--- src/rtl/jt49_pkg.sv ---
// Shared definitions for the JT49 envelope control slice: register
// addresses and the 4-bit envelope shape layout.
package jt49_pkg;

    localparam logic [3:0] JT49_R_ENVL  = 4'hB;
    localparam logic [3:0] JT49_R_ENVH  = 4'hC;
    localparam logic [3:0] JT49_R_ENVSH = 4'hD;

    typedef struct packed {
        logic cont;
        logic att;
        logic alt;
        logic hold;
    } jt49_shape_t;

endpackage

--- src/rtl/jt49_eg_div.sv ---
// Envelope step divider: a cen prescaler feeding a period counter that
// emits a one-clk step pulse, always coincident with a cen cycle.
module jt49_eg_div #(
    parameter int PRESCALE = 16,
    parameter int PW       = 16
) (
    input  logic          clk,
    input  logic          rst_n,
    input  logic          cen,
    input  logic          clr,
    input  logic [PW-1:0] period,
    output logic          step
);

    localparam int             PSW     = (PRESCALE > 1) ? $clog2(PRESCALE) : 1;
    localparam logic [PSW-1:0] PS_LAST = PSW'(PRESCALE - 1);

    logic [PSW-1:0] psc;
    logic [PW-1:0]  cnt;
    logic [PW-1:0]  last;
    logic           tick;
    logic           wrap;

    // A zero period behaves as one; a count already past the period fires at once.
    always_comb begin
        last = (period == '0) ? '0 : period - 1'b1;
        tick = cen && (psc == PS_LAST);
        wrap = (cnt >= last);
        step = rst_n && tick && wrap && !clr;
    end

    always_ff @(posedge clk) begin
        if (!rst_n) begin
            psc <= '0;
            cnt <= '0;
        end else if (clr) begin
            psc <= '0;
            cnt <= '0;
        end else if (tick) begin
            psc <= '0;
            cnt <= wrap ? '0 : cnt + 1'b1;
        end else if (cen) begin
            psc <= psc + 1'b1;
        end
    end

endmodule

--- src/rtl/jt49_eg_ctl.sv ---
// Envelope control: decodes R11/R12/R13 writes, keeps the restart flag and
// drives the step divider. Define JT49_EG_READBACK_EN to add the dout port.
module jt49_eg_ctl
    import jt49_pkg::*;
#(
    parameter int PRESCALE = 16,
    parameter int PW       = 16
) (
    input  logic          clk,
    input  logic          rst_n,
    input  logic          cen,
    input  logic          we,
    input  logic [3:0]    addr,
    input  logic [7:0]    din,
    output logic [3:0]    ctrl,
    output logic          restart,
    output logic          eg_cen,
    output logic [PW-1:0] period
`ifdef JT49_EG_READBACK_EN
    ,
    output logic [7:0]    dout
`endif
);

    logic [15:0] per_q;
    jt49_shape_t shape_q;
    logic        restart_q;
    logic        wr_shape;

    assign wr_shape = we && (addr == JT49_R_ENVSH);
    assign period   = PW'(per_q);
    assign ctrl     = shape_q;
    assign restart  = restart_q;

    // A shape write re-arms restart even if a step is consumed in the same cycle.
    always_ff @(posedge clk) begin
        if (!rst_n) begin
            per_q     <= '0;
            shape_q   <= '0;
            restart_q <= 1'b0;
        end else begin
            if (we && (addr == JT49_R_ENVL)) per_q[7:0]  <= din;
            if (we && (addr == JT49_R_ENVH)) per_q[15:8] <= din;
            if (wr_shape) begin
                shape_q   <= din[3:0];
                restart_q <= 1'b1;
            end else if (eg_cen) begin
                restart_q <= 1'b0;
            end
        end
    end

    jt49_eg_div #(
        .PRESCALE (PRESCALE),
        .PW       (PW)
    ) u_div (
        .clk    (clk),
        .rst_n  (rst_n),
        .cen    (cen),
        .clr    (wr_shape),
        .period (period),
        .step   (eg_cen)
    );

`ifdef JT49_EG_READBACK_EN
    always_ff @(posedge clk) begin
        if (!rst_n) begin
            dout <= 8'h00;
        end else begin
            case (addr)
                JT49_R_ENVL:  dout <= per_q[7:0];
                JT49_R_ENVH:  dout <= per_q[15:8];
                JT49_R_ENVSH: dout <= {4'b0000, shape_q};
                default:      dout <= 8'h00;
            endcase
        end
    end
`endif

endmodule

--- config.mk ---
export PLATFORM = sky130hd
export DESIGN_NAME = jt49_eg_ctl
export DESIGN_NICKNAME = d
export VERILOG_FILES = /design/src/rtl/jt49_pkg.sv /design/src/rtl/jt49_eg_div.sv /design/src/rtl/jt49_eg_ctl.sv
export SDC_FILE = /design/constraint.sdc
export NUM_CORES = 1
export LEC_CHECK = 0
export CAP_MARGIN = 15
export CELL_PAD_IN_SITES_DETAIL_PLACEMENT = 1
export CELL_PAD_IN_SITES_GLOBAL_PLACEMENT = 2
export CORE_MARGIN = 4
export CORE_UTILIZATION = 32
export CTS_CLUSTER_SIZE = 24
export DETAILED_ROUTE_END_ITERATION = 16
export PLACE_DENSITY = 0.81
export SLEW_MARGIN = 30
export SYNTH_ARGS = -nofsm -noshare
export SYNTH_HDL_FRONTEND = slang
export SYNTH_HIERARCHICAL = 1
export SYNTH_SLANG_ARGS = --single-unit
--- constraint.sdc ---
create_clock -name clk -period 4.5 [get_ports clk]
set_input_delay 0.675 -clock clk [delete_from_list [all_inputs] [get_ports clk]]
set_output_delay 0.675 -clock clk [all_outputs]
set_load 0.1 [all_outputs]
==> flow_metrics.env <==
export IMPL_cts_max_path_buffers=2
export IMPL_syn_num_nets=323
export IMPL_drt_vias_per_instance=4.77
export IMPL_ir_worst_vdd_uv=130
export IMPL_htreeDepth=2
export IMPL_cts_inserted_buffers=5
export IMPL_dr_pass1_iters=2
export IMPL_rsz0062_at_grt="no"
export IMPL_drt_initial_drc_count=44
export IMPL_critPathLaunchType="register"
export IMPL_dp_slack_ns=0.403
export IMPL_placementRows=31
export IMPL_worstPathMaxFanout=8
export IMPL_cts_clk_slew_worst_paths_ns=0.09
export IMPL_grt_max_degree=32
export IMPL_tightest_slew_ns=0.994
export IMPL_synth_area_sq_um=2430
export IMPL_ys_seq_elements=41
export IMPL_clock_fmax_mhz=234
export IMPL_ys_types=46
export IMPL_wl_per_cell_um=14.0
export IMPL_run_status="complete, no violations"
export IMPL_die_w_um=95.2
export IMPL_crit_type="register to output port"
export IMPL_portBuffers=37
export IMPL_r2r_cells=12
export IMPL_synth_top_area_cell="dfxtp_1"
export IMPL_cts_tree="built"
export IMPL_required_ns=3.83
export IMPL_core_sq_um=7330
export IMPL_netlist_top_cells_area="dfxtp_1, ha_1, nand2_1"
export IMPL_total_power_mw=0.776
export IMPL_cts_root_buf="clkbuf_8"
export IMPL_ant_nets=0
export IMPL_slew_violations=0
export IMPL_netlist_instances=287
export IMPL_place_congestion=0.826
export IMPL_fin_util=0.417
export IMPL_min_period_over_period=0.951
export IMPL_place_inst=420
export IMPL_yosys_warnings=6
export IMPL_synth_edf_count=0
export IMPL_syn_avg_cell_area_sq_um=8.48
export IMPL_antenna_cells=0
export IMPL_skew_ns=0.0109
export IMPL_ios=38
export IMPL_final_setup_worst_slack_ns=0.221
export IMPL_cts_num_sinks=41
export IMPL_dieArea_sq_um=9060
export IMPL_drv_cap=0
export IMPL_grt_pass1_wl_um=10200
export IMPL_period_needed_ns=4.28
export IMPL_tns_ns=0
export IMPL_p_per_area_nw_per_um2=254
export IMPL_vias=2041
export IMPL_clkLatencyLatePin_ns=0.30
export IMPL_worstSetupEndpointType="output port"
export IMPL_hold_viol=0
export IMPL_start_util=0.332
export IMPL_p_leak_nw=1.16
export IMPL_hold_class="register to register"
export IMPL_setup_violations=0
export IMPL_die_y_um=95.2
export IMPL_synth_common_cells="nand2_1, dfxtp_1, nor2_1"
export IMPL_area_growth_pct=25.7
export IMPL_grt_pass1_vias=2107
export IMPL_cts_hold_buf=0
export IMPL_drive_gt1_frac=0.109
export IMPL_ys_async_sr_fraction=0
export IMPL_synth_most_common_cell="nand2_1"
export IMPL_synthFlopType="dfxtp_1"
export IMPL_grt_util_all_layers=0.143
export IMPL_dp_hpwl_um=4720
export IMPL_wl_um=5980
export IMPL_ys_seq_area_frac=0.337
export IMPL_layout_cells_non_filler=428
export IMPL_nNetsFinal=364
export IMPL_gr_total_overflow=0
export IMPL_slew_headroom=0.335
export IMPL_yosysTopAreaCellShare=0.337
export IMPL_remaining_drc_errors=0
export IMPL_critPathArrivalTime_ns=3.60
export IMPL_antenna_found_initial=0
export IMPL_hold_depth=2
[final timing paths]
kind / startpoint / end / slack [ns]
hold reg to reg: ctrl[1] / ctrl[1] / 0.47
setup reg to reg: period[7] / restart / 1.07
hold / removal: ctrl[1] / ctrl[1] / 0.47
setup / recovery: period[7] / eg_cen / 0.22
[kinds of logic after synthesis]
logic type	share of synthesized area
mux	0.0864
fa+ha+maj	0.103
simple gates	0.288
compound gates	0.0453
xor+xnor	0.108
flops	0.337
buf+inv	0.0319
[metrics by stage]
step / hold WS [ns] / cell area, sq um
floorplan: 0.487 / 2450
global placement: 0.444 / 2940
detailed placement: 0.448 / 2940
CTS: 0.471 / 3030
global route: 0.495 / 3060
finish: 0.467 / 3060
[layout make-up]
cell class	instances	area (sq um)
clock buffer	5	68.8
clock inverter	3	22.5
fill	869	4270
inverter	7	26.3
multi-input combinational	231	1570
sequential	41	830
tap	99	124
timing repair buffer	42	418
[per-layer routing]
metal | share of wire | track usage | vias up
li1 | - | - | 1063
met1 | 0.49 | 0.186 | 943
met2 | 0.47 | 0.234 | 31
met3 | 0.038 | 0.0371 | 4
met4 | 0.0085 | 0.0373 | 0
met5 | 0 | 0 | -
[flip-flops by register name, summed over array words and instances, names as in the netlist]
signal / flops
period: 16
u_div/psc: 4
restart: 1
ctrl: 4
u_div/cnt: 16
[report_power, final]
group	leakage [nW]	switching [mW]	internal, mW	total, mW
logic	0.786	0.0905	0.0647	0.155
registers	0.334	0.00515	0.367	0.372
clock network	0.0364	0.140	0.109	0.248
total	1.16	0.235	0.541	0.776
[layout by cell type, fill, tap and decap left out, types with 2 or more instances in the layout]
| cell | n |
|---|---|
| a21oi_1 | 6 |
| buf_4 | 5 |
| clkbuf_8 | 5 |
| clkdlybuf4s50_1 | 36 |
| clkinvlp_4 | 3 |
| dfxtp_1 | 34 |
| dfxtp_2 | 7 |
| ha_1 | 20 |
| inv_1 | 7 |
| mux2i_1 | 21 |
| nand2_1 | 59 |
| nand2_2 | 2 |
| nand2b_1 | 2 |
| nand3_1 | 5 |
| nand4_1 | 5 |
| nor2_1 | 30 |
| nor2b_1 | 3 |
| nor3_1 | 9 |
| nor3_4 | 2 |
| nor4_1 | 4 |
| o21ai_0 | 3 |
| or3_1 | 2 |
| or3_4 | 2 |
| or4_1 | 2 |
| xnor2_1 | 12 |
| xor2_1 | 18 |
[worst max-delay path: stages (launching register included)]
cell and delay [ns]:
dfxtp_2 0.35, or4_4 0.55, or3_4 0.36, or3_4 0.42, and2_1 0.18, ha_1 0.26
nand2b_1 0.14, a2111oi_0 0.39, nand3b_1 0.18, and3_2 0.24, nor3_4 0.06, buf_12 0.17
[what timing repair did]
action | in CTS | in global routing
resized for setup | 0 | 5
endpoints found under the setup margin | 0 | 1
buffers inserted | 0 | 0
Power figures use the tool's default switching activity.
